==> src/rtl/t_latch_pkg.sv <==
// Shared types and helpers for the T-latch toggle scheduler.
package t_latch_pkg;

    typedef enum logic [1:0] {
        IDLE  = 2'd0,
        PULSE = 2'd1,
        HOLD  = 2'd2,
        CHECK = 2'd3
    } state_t;

    // Width of the settle counter; SETTLE must not exceed 2**SETTLE_CW.
    localparam int SETTLE_CW = 8;

    function automatic int idx_width(input int n);
        return (n > 1) ? $clog2(n) : 1;
    endfunction

endpackage

==> src/rtl/t_latch_rr_arb.sv <==
// Combinational round-robin pick: first set req at or after ptr, wrapping.
module t_latch_rr_arb
    import t_latch_pkg::*;
#(
    parameter int NREQ = 4,
    localparam int PW = idx_width(NREQ)
) (
    input  logic [NREQ-1:0] req,
    input  logic [PW-1:0]   ptr,
    output logic [NREQ-1:0] win_oh,
    output logic [PW-1:0]   win_idx,
    output logic            any
);

    logic [PW-1:0] r;

    always_comb begin
        win_oh  = '0;
        win_idx = '0;
        any     = 1'b0;
        r       = '0;
        for (int i = 0; i < NREQ; i++) begin
            r = PW'((int'(ptr) + i) % NREQ);
            if (!any && req[r]) begin
                win_oh[r] = 1'b1;
                win_idx   = r;
                any       = 1'b1;
            end
        end
    end

endmodule

==> src/rtl/t_latch_toggle_sched.sv <==
// Round-robin scheduler issuing single-cycle T=1 strobes to a bank of T latches.
// Optional toggle verification through q_i is enabled by TLATCH_TOGGLE_CHECK_EN.
module t_latch_toggle_sched
    import t_latch_pkg::*;
#(
    parameter int NREQ   = 4,
    parameter int NCELL  = 8,
    parameter int SETTLE = 1,
    localparam int IDXW  = idx_width(NCELL)
) (
    input  logic                 clk,
    input  logic                 rst_n,
    input  logic [NREQ-1:0]      req,
    input  logic [NREQ*IDXW-1:0] req_idx,
    output logic [NREQ-1:0]      gnt,
    output logic [NREQ-1:0]      done,
    output logic                 ok,
    output logic [NCELL-1:0]     en_o,
    output logic                 t_o,
    input  logic [NCELL-1:0]     q_i,
    output logic                 busy
);

    localparam int PW = idx_width(NREQ);

    state_t                 state;
    logic [PW-1:0]          rr_ptr;
    logic [PW-1:0]          win_idx;
    logic [NREQ-1:0]        win_oh;
    logic [NREQ-1:0]        cur_w;
    logic                   any_req;
    logic [IDXW-1:0]        sel_idx;
    logic [IDXW-1:0]        cur_idx;
    logic                   sel_in_range;
    logic [SETTLE_CW-1:0]   cnt;
    logic                   toggled;

    t_latch_rr_arb #(.NREQ(NREQ)) u_arb (
        .req     (req),
        .ptr     (rr_ptr),
        .win_oh  (win_oh),
        .win_idx (win_idx),
        .any     (any_req)
    );

    assign sel_idx      = req_idx[int'(win_idx)*IDXW +: IDXW];
    assign sel_in_range = int'(sel_idx) < NCELL;

`ifdef TLATCH_TOGGLE_CHECK_EN
    logic pre;

    always_ff @(posedge clk or negedge rst_n) begin
        if (!rst_n) begin
            pre <= 1'b0;
        end else if (state == IDLE && any_req && sel_in_range) begin
            pre <= q_i[sel_idx];
        end
    end

    assign toggled = q_i[cur_idx] != pre;
`else
    logic unused_q;
    assign unused_q = ^q_i;
    assign toggled  = 1'b1;
`endif

    // An out-of-range index enters CHECK with done still low; the first CHECK
    // cycle then raises done so it never coincides with gnt.
    always_ff @(posedge clk or negedge rst_n) begin
        if (!rst_n) begin
            state   <= IDLE;
            gnt     <= '0;
            done    <= '0;
            ok      <= 1'b0;
            en_o    <= '0;
            t_o     <= 1'b0;
            busy    <= 1'b0;
            rr_ptr  <= '0;
            cur_w   <= '0;
            cur_idx <= '0;
            cnt     <= '0;
        end else begin
            case (state)
                IDLE: begin
                    if (any_req) begin
                        gnt     <= win_oh;
                        cur_w   <= win_oh;
                        cur_idx <= sel_idx;
                        busy    <= 1'b1;
                        rr_ptr  <= PW'((int'(win_idx) + 1) % NREQ);
                        if (sel_in_range) begin
                            en_o  <= NCELL'(1) << sel_idx;
                            t_o   <= 1'b1;
                            state <= PULSE;
                        end else begin
                            state <= CHECK;
                        end
                    end
                end
                PULSE: begin
                    gnt   <= '0;
                    en_o  <= '0;
                    t_o   <= 1'b0;
                    cnt   <= SETTLE_CW'(SETTLE - 1);
                    state <= HOLD;
                end
                HOLD: begin
                    if (cnt == '0) begin
                        done  <= cur_w;
                        ok    <= toggled;
                        state <= CHECK;
                    end else begin
                        cnt <= cnt - 1'b1;
                    end
                end
                CHECK: begin
                    if (done == '0) begin
                        gnt  <= '0;
                        done <= cur_w;
                        ok   <= 1'b0;
                    end else begin
                        done  <= '0;
                        ok    <= 1'b0;
                        busy  <= 1'b0;
                        state <= IDLE;
                    end
                end
                default: state <= IDLE;
            endcase
        end
    end

endmodule

==> config.mk <==
export PLATFORM = sky130hd
export DESIGN_NAME = t_latch_toggle_sched
export DESIGN_NICKNAME = d
export VERILOG_FILES = /design/src/rtl/t_latch_pkg.sv /design/src/rtl/t_latch_rr_arb.sv /design/src/rtl/t_latch_toggle_sched.sv
export SDC_FILE = /design/constraint.sdc
export NUM_CORES = 1
export LEC_CHECK = 0
export ABC_AREA = 1
export CORE_MARGIN = 1.5
export CORE_UTILIZATION = 50
export DETAILED_ROUTE_END_ITERATION = 12
export PLACE_DENSITY = 0.83
export SLEW_MARGIN = 40
export SYNTH_ARGS = -nofsm -noshare
export SYNTH_HDL_FRONTEND = slang
export SYNTH_SLANG_ARGS = --single-unit
==> constraint.sdc <==
create_clock -name clk -period 4 [get_ports clk]
set_clock_uncertainty 0.2 [all_clocks]
set_input_delay 1.2 -clock clk [delete_from_list [all_inputs] [get_ports clk]]
set_output_delay 1.2 -clock clk [all_outputs]
set_load 0.005 [all_outputs]
======== Word-level counts from Yosys, hierarchy flattened ========
Cells that the tools add are included.
word-level totals
  output and inout port bits .............. 19
  flip-flop bits (word level) ............. 35
  word-level logic and storage cells ...... 110
  bits of input ports ..................... 26
cells by class
  reductions and logical operators ........ 25
  bitwise logic cells ..................... 3
  equal/unequal tests ..................... 8
  muxes and demuxes ....................... 48
  multipliers ............................. 1
  order comparisons ....................... 8
  add/sub/neg operators ................... 5
  shift-type cells ........................ 2
operators by type and width
  operator                                                                      number
  4-bit two-way mux                                                             8
  8-bit case mux with 2 select lines                                            2
  8-bit two-way mux                                                             2
  1-bit two-way mux                                                             15
  2-bit two-way mux                                                             7
  2-bit by 3-bit less-than comparator with 1-bit output, second input constant  4
  4-bit OR                                                                      3
  4-bit case mux with 3 select lines                                            1
  12-bit by 5-bit indexed part select with 3-bit output                         1
  2-bit != test, second input constant                                          5
  3-bit AND reduction                                                           3
  1-bit binary-select mux with 2-bit select                                     4
  1-bit demux with 2-bit select                                                 4
  2-bit by 1-bit >= comparator with 1-bit output, second input constant         4
  8-bit zero test                                                               1
  2-bit case mux with 4 select lines                                            1
  4-bit case mux with 2 select lines                                            1
  2-bit AND reduction                                                           4
  2-bit nonzero test                                                            4
  1-bit by 3-bit << shifter with 8-bit output, first input constant             1
  8-bit by 1-bit subtractor with 8-bit output, second input constant            1
  1-bit logical AND                                                             7
  1-bit case mux with 2 select lines                                            3
  2-bit by 1-bit adder with 2-bit output, second input constant                 2
  other kinds (8)                                                               12

======== Longest topological paths before layout ========
Gate-level depths: netlist of run 1.
  word-level depth ........................ 17
  gate-level depth with buffers ........... 17
  depth with buffers taken out ............ 15

======== Hierarchy ========
Synthesis of run 1 repeated with hierarchy kept, for this count alone.
unflattened totals
  cells, all modules ...................... 310
  area, all modules ....................... 2302.2 um^2
by module, submodules not included
  module                cells each  seq. area each (um^2)  area each (um^2)  instances
  t_latch_toggle_sched  236         875.8                  1861.8            1
  t_latch_rr_arb        74          0.0                    440.4             1

======== Least setup slack after synthesis of run 1 ========
Ideal clock, no wire load.
  path kind ............................... input-to-reg
  from .................................... input port req[3]
  to ...................................... register en_o[0]
  cell stages on the path ................. 14
  data arrival time ....................... 2.357 ns
  path slack .............................. 1.327 ns
  setup time .............................. 0.116 ns
  required time ........................... 3.684 ns
  path buffers ............................ 1
  path through ............................ inv_1 -> nand2_1 -> nand3_2 -> nand2_4 -> o21bai_4 -> nand2_4 -> nand3_4 -> buf_8 -> nand2_1 -> nand3_1 -> nand2_1 -> nor2_2 -> nand2_1 -> nand2_1
on the way
  word-level cells in the longest chain between the ends .. 17
  elaborated cells between the ends (all ways) .. 29
  classes of those cells .................. mul (1); eq/ne (1); shift (2); mux (18); reduce/logical (7)
RTL lines
  what                                                   RTL line                    RTL
  start: declaration                                     t_latch_toggle_sched.sv:13  input logic [NREQ-1:0] req,
  1-bit binary-select mux with 2-bit select              t_latch_rr_arb.sv:24        if (!any && req[r]) begin
  1-bit two-way mux (implied by the code)                t_latch_rr_arb.sv:24
  1-bit two-way mux                                      t_latch_rr_arb.sv:24
  1-bit zero test                                        t_latch_rr_arb.sv:24
  1-bit logical AND                                      t_latch_rr_arb.sv:24
  1-bit two-way mux                                      t_latch_rr_arb.sv:24
  1-bit zero test                                        t_latch_rr_arb.sv:24
  1-bit logical AND                                      t_latch_rr_arb.sv:24
  1-bit two-way mux                                      t_latch_rr_arb.sv:24
  1-bit zero test                                        t_latch_rr_arb.sv:24
  1-bit logical AND                                      t_latch_rr_arb.sv:24
  2-bit two-way mux                                      t_latch_rr_arb.sv:24
  2-bit by 2-bit multiplier with 4-bit output            t_latch_toggle_sched.sv:46  assign sel_idx = req_idx[int'(win_idx)*IDXW +: IDXW];
  12-bit by 5-bit indexed part select with 3-bit output  t_latch_toggle_sched.sv:46
  1-bit by 3-bit << shifter with 8-bit output            t_latch_toggle_sched.sv:92  en_o <= NCELL'(1) << sel_idx;
  8-bit two-way mux                                      t_latch_toggle_sched.sv:85  if (any_req) begin
  8-bit case mux with 2 select lines                     t_latch_toggle_sched.sv:83  case (state)
  end signal: assignment                                 t_latch_toggle_sched.sv:92
  end: declaration                                       t_latch_toggle_sched.sv:18  output logic [NCELL-1:0] en_o,
Parallel ways exist; a longest one is shown, timed or not. The select of a mux whose other input is x is not followed.
A chain may end at the register's enable or synchronous reset.

======== Final worst setup path of run 1 ========
  from .................................... input port req[3]
  to ...................................... register en_o[5]
Same word-level chain as after synthesis.

==> flow_summary.ini, run 1 <==
[die]
io_pins = 45
rows = 25
die_w_um = 72.5
start_util_pct = 51.4
fp.dieH_um = 72.5
design.core.area_um2 = 4690
die_area_um2 = 5250

[logic_synthesis]
synth.area.top_cells = dfrtp_1, nand2_1, ha_1
synth-seq-cells = 35
synth_edf_count = 0
synth_top_area_share_pct = 36.3
syn-cell-area_um2 = 2410
post_synth_num_cell_types = 35
synth_area_per_cell_um2 = 7.73
synth_seq_area_share_pct = 36.3
ys_async_sr_fraction_pct = 100
syn_inst = 312
ys.flop_type = dfrtp_1
synthesis.nets = 354
yosys_warnings = 0
synth_largest_area_cell = dfrtp_1

[critical_path]
critical_path_class = in -> reg
crit_required_ns = 4.03
cp_max_fo = 12
crit_path_end_kind = flop
startpoint_type = input port
cp.arrival_ns = 3.28

[clock_tree]
clkSinkCount = 35
insertion_delay_ns = 0.29
cts_tree = done
cts-root-buf = clkbuf_8
htreeDepth = 2
clockBufferDepth = 2
numCtsBuffers = 5
cts_hold_buf = 0
postCtsSetupBuffers = 0
clk_pin_slew_ns = 0.07
post_cts_resized = 0

[sta]
tns_ns = 0
grt_setup_unrepaired = false
worst_slew_pin_slew_ns = 0.541
finalCritPeriodShare_pct = 81.2
fmax_ghz = 0.308
final_hold_viol_count = 0
slew_headroom_pct = 63.9
slew_viol_final = 0
setup_slack_ns = 0.752
min_period_ns = 3.25
setup_violations = 0

[min_path]
hold_path_class = reg -> reg

[route]
drtIter0Drc = 139
drcViolationCount = 0
routed_via_density = 5.28
drt-total-wl_um = 4630
ant_nets = 0
post_drt_wl_per_cell_um = 11.4
vias = 2143
dr.pass1.iters = 4

[layout]
antenna_cells = 0
fin_nets = 394
drive_gt1_share_pct = 12.2
syn2layout_area_growth_pct = 19.9

[grt]
grt.total_usage_pct = 20.0
grt_pass1_vias = 1950
grt_first_pass_wirelength_um = 8370
grt_max_degree = 36
antenna_found_initial = 0
overflow = 0

[pwr]
power.density_nw_per_um2 = 240
power_leakage_nw = 1.51
ir_drop_v = 0.000105

[place]
port_buffers = 36
dp_slack_ns = 0.432
gp_congestion = 0.852
dp_hpwl_um = 3590

[job]
cap_violations = 0

[run_status]
status = finished, final reports clean
[per-layer routing]
layer  GRT usage (%)  vias to the layer above  wire, um
li1                -                     1108         -
met1            25.6                      980      2100
met2            33.0                       50      2300
met3            4.31                        5       167
met4            8.18                        0        64
met5               0                        -         0
[state kept, by name, summed over array words and instances (netlist names)]
signal,count
done,4
en_o,8
t_o,1
cnt,8
rr_ptr,2
gnt,4
cur_w,4
busy,1
ok,1
state,2
[Yosys cell counts, drive strengths merged (2+ instances only)]
| library cell | count |
|---|---|
| a21oi | 10 |
| a22oi | 4 |
| buf | 4 |
| dfrtp | 35 |
| ha | 16 |
| inv | 32 |
| nand2 | 109 |
| nand3 | 28 |
| nand3b | 3 |
| nand4 | 11 |
| nor2 | 24 |
| o21ai | 24 |
| or2 | 3 |
| xor2 | 2 |
[critical path: stages]
cell	delay, ns
clkdlybuf4s50_1	0.52
inv_1	0.05
nand2_1	0.11
nand3_2	0.13
nand2_4	0.17
nor2_8	0.07
nand3_4	0.14
nand2_1	0.22
inv_1	0.20
nand2_1	0.13
nor2_2	0.20
nand2_1	0.09
nand2_1	0.06
[cell families after synthesis]
logic type,count (synthesis),synth area share (%)
and+or+nand+nor,180,37.4
AOI/OAI and AO/OA,42,10.1
buffers and inverters,37,7.21
DFF,35,36.3
adders and majority gates,16,8.30
xor gates and xnor gates,2,0.726
[layout by cell type, fill, tap and decap left out, types with 8 or more instances in the layout]
cell type,count
nand2_1,95
clkdlybuf4s50_1,36
dfrtp_1,35
inv_1,28
nand3_1,24
o21ai_0,16
ha_1,16
nor2_1,15
nand4_1,11
nand2_2,9
a21oi_1,9
o21ai_1,8
[worst paths after layout]
check | end | slack, ns | start | cells after the start
worst min-delay path | en_o[4] | 0.28 | en_o[4] | 2
worst max-delay path | en_o[5] | 0.75 | req[3] | 13
worst max register to register | en_o[7] | 1.09 | rr_ptr[0] | 13
min in group asynchronous | cnt[2] | 1.12 | rst_n | 2
worst min register to register | en_o[4] | 0.28 | en_o[4] | 2
max in group asynchronous | rr_ptr[1] | 2.18 | rst_n | 2
[layout make-up]
class,count,area [um2]
fill,426,1800
inverter,33,131
multi-input combinational,240,1360
clock inverter,1,5.00
sequential,35,876
timing repair buffer,37,368
tap,54,67.6
clock buffer,6,82.6
[power by group]
| group | internal, mW | leakage, nW | switching (mW) |
|---|---|---|---|
| Combinational | 0.0372 | 0.992 | 0.0513 |
| Clock | 0.135 | 0.0470 | 0.118 |
| Sequential | 0.354 | 0.468 | 0 |
| Total | 0.526 | 1.51 | 0.170 |
[stage by stage]
stage                     util, %  cell area (um2)  power [mW]  instances  hold slack, ns
after floorplan                 -             2410       0.418        312           0.254
after global placement       59.8             2810       0.448        399           0.266
after detailed placement     59.8             2810       0.450        399           0.274
after CTS                    61.7             2890       0.706        406           0.290
after global routing         61.7             2890       0.731        406           0.299
final                        61.7             2890       0.696        406           0.283
No activity file was read; power rests on OpenSTA's default activity.
==> run 2: changes to the inputs <==
==> constraint.sdc (replaced) <==
create_clock -name clk -period 3.2 [get_ports clk]
set_clock_uncertainty 0.2 [all_clocks]
set_input_delay 0.96 -clock clk [delete_from_list [all_inputs] [get_ports clk]]
set_output_delay 0.96 -clock clk [all_outputs]
set_load 0.005 [all_outputs]
==> flow_summary.ini, run 2 (synthesis results as in run 1) <==
[run_status]
status = finished, final reports clean

[sta]
slew_viol_final = 0
grt_setup_unrepaired = false
hold_ws_ns = 0.281
worst_slew_pin_slew_ns = 0.430
slew_headroom_pct = 71.3
min_period_ns = 2.87
final_hold_viol_count = 0
tns_ns = 0
fmax_ghz = 0.348
setup_violations = 0
finalCritPeriodShare_pct = 89.7

[clock_tree]
postCtsSetupBuffers = 0
post_cts_resized = 0
numCtsBuffers = 5
htreeDepth = 2
insertion_delay_ns = 0.29
cts-root-buf = clkbuf_8
clk_pin_slew_ns = 0.07
clockBufferDepth = 2
cts_hold_buf = 0
cts_tree = done
clkSinkCount = 35

[critical_path]
critical_path_class = in -> reg
crit_path_end_kind = flop
rrSetupSlack_ns = 0.54
startpoint_type = input port
cp.arrival_ns = 2.90
cp_max_fo = 12
crit_required_ns = 3.23

[pwr]
power_switching_uw = 213
power_leakage_nw = 1.52
power.density_nw_per_um2 = 299
p_int_uw = 659
ir_drop_v = 0.000137
p_clk_share_pct = 36.3
power_frac_comb_pct = 12.9
total_power_uw = 872
seq_power_share_pct = 50.7
switching_share_pct = 24.5

[place]
port_buffers = 36
dp_hpwl_um = 3630
placed_area_um2 = 2830
gp_congestion = 0.874

[die]
fp.dieH_um = 72.5
io_pins = 45
die_area_um2 = 5250
rows = 25
design.core.area_um2 = 4690
start_util_pct = 51.4
die_w_um = 72.5

[route]
drt-total-wl_um = 4670
wl_met1_um = 2170
ant_nets = 0
drcViolationCount = 0
post_drt_wl_per_cell_um = 11.4
maxUsedRoutingLayer = met4
vias = 2107
wl_met2_um = 2320
wl_met3_um = 124
dr.pass1.iters = 4
routed_via_density = 5.15
drtIter0Drc = 71

[min_path]
hold_path_class = reg -> reg

[layout]
final_cell_mix = nand2_1, clkdlybuf4s50_1, dfrtp_1
drive_gt1_share_pct = 13.0
fin_nets = 397
stdcell_area_um2 = 2920
antenna_cells = 0
syn2layout_area_growth_pct = 20.9
largestRegisters = cnt: 8 flops, en_o: 8 flops
mostFrequentLayoutCell = nand2_1

[grt]
grt_max_degree = 36
grt_first_pass_wirelength_um = 7990
grt.total_usage_pct = 18.9
grt_pass1_vias = 1948
antenna_found_initial = 0
overflow = 0

[job]
cap_violations = 0
==> run 2: cell type report <==
| cell class | instances | area, um2 |
|---|---|---|
| fillers | 423 | 1780 |
| repair buffers | 40 | 390 |
| multi-input cells | 240 | 1360 |
| flip-flops and latches | 35 | 876 |
| well taps | 54 | 67.6 |
| inverters | 33 | 131 |
| clock inverters | 1 | 5.00 |
| clock buffers | 6 | 82.6 |
==> run 2: metal layers <==
layer	GRT usage, %	up-vias
met4	6.71	0
li1	-	1104
met5	0	-
met2	33.7	34
met1	22.8	962
met3	3.61	7
==> run 2: final timing paths <==
kind,startpoint,endpoint,cells after the start
hold reg to reg,en_o[3],en_o[3],2
setup reg to reg,rr_ptr[1],en_o[7],14
max in group asynchronous,rst_n,rr_ptr[1],2
hold / removal,en_o[3],en_o[3],2
setup / recovery,req[3],en_o[7],14
min in group asynchronous,rst_n,cnt[2],2
==> run 2: per-stage QoR <==
stage | utilization, % | instances | setup slack [ns]
2_1_floorplan | - | 312 | 0.767
3_3_place_gp | 60.3 | 402 | 0.0960
3_5_place_dp | 60.3 | 402 | 0.0457
4_1_cts | 62.1 | 409 | 0.336
5_1_grt | 62.1 | 409 | 0.155
6_report | 62.1 | 409 | 0.328
==> run 2: worst max-delay path, stage by stage <==
cell             delay [ns]
clkdlybuf4s50_1        0.46
inv_1                  0.07
nand2_1                0.10
nand3_2                0.12
nand2_4                0.11
nor2_8                 0.17
nand3_4                0.17
nand3_4                0.20
nand2_1                0.09
nand3_1                0.07
nand2_1                0.07
nor2_2                 0.15
nand2_1                0.09
nand2_1                0.06
==> run 2: power groups by stage <==
stage	clock, mW	sequential, mW	combinational (mW)
after floorplan	0	0.451	0.0722
after global placement	0	0.451	0.110
after detailed placement	0	0.451	0.113
after CTS	0.325	0.442	0.113
after global routing	0.343	0.442	0.126
final	0.317	0.442	0.113
==> run 3: changes to the inputs <==
--- a/config.mk
+++ b/config.mk
@@ -10,7 +10,6 @@
 export CORE_UTILIZATION = 50
 export DETAILED_ROUTE_END_ITERATION = 12
 export PLACE_DENSITY = 0.83
-export SLEW_MARGIN = 40
 export SYNTH_ARGS = -nofsm -noshare
 export SYNTH_HDL_FRONTEND = slang
 export SYNTH_SLANG_ARGS = --single-unit
==> results of run 3 <==
No change in the layout: final DEF, timing and power equal those of run 2.
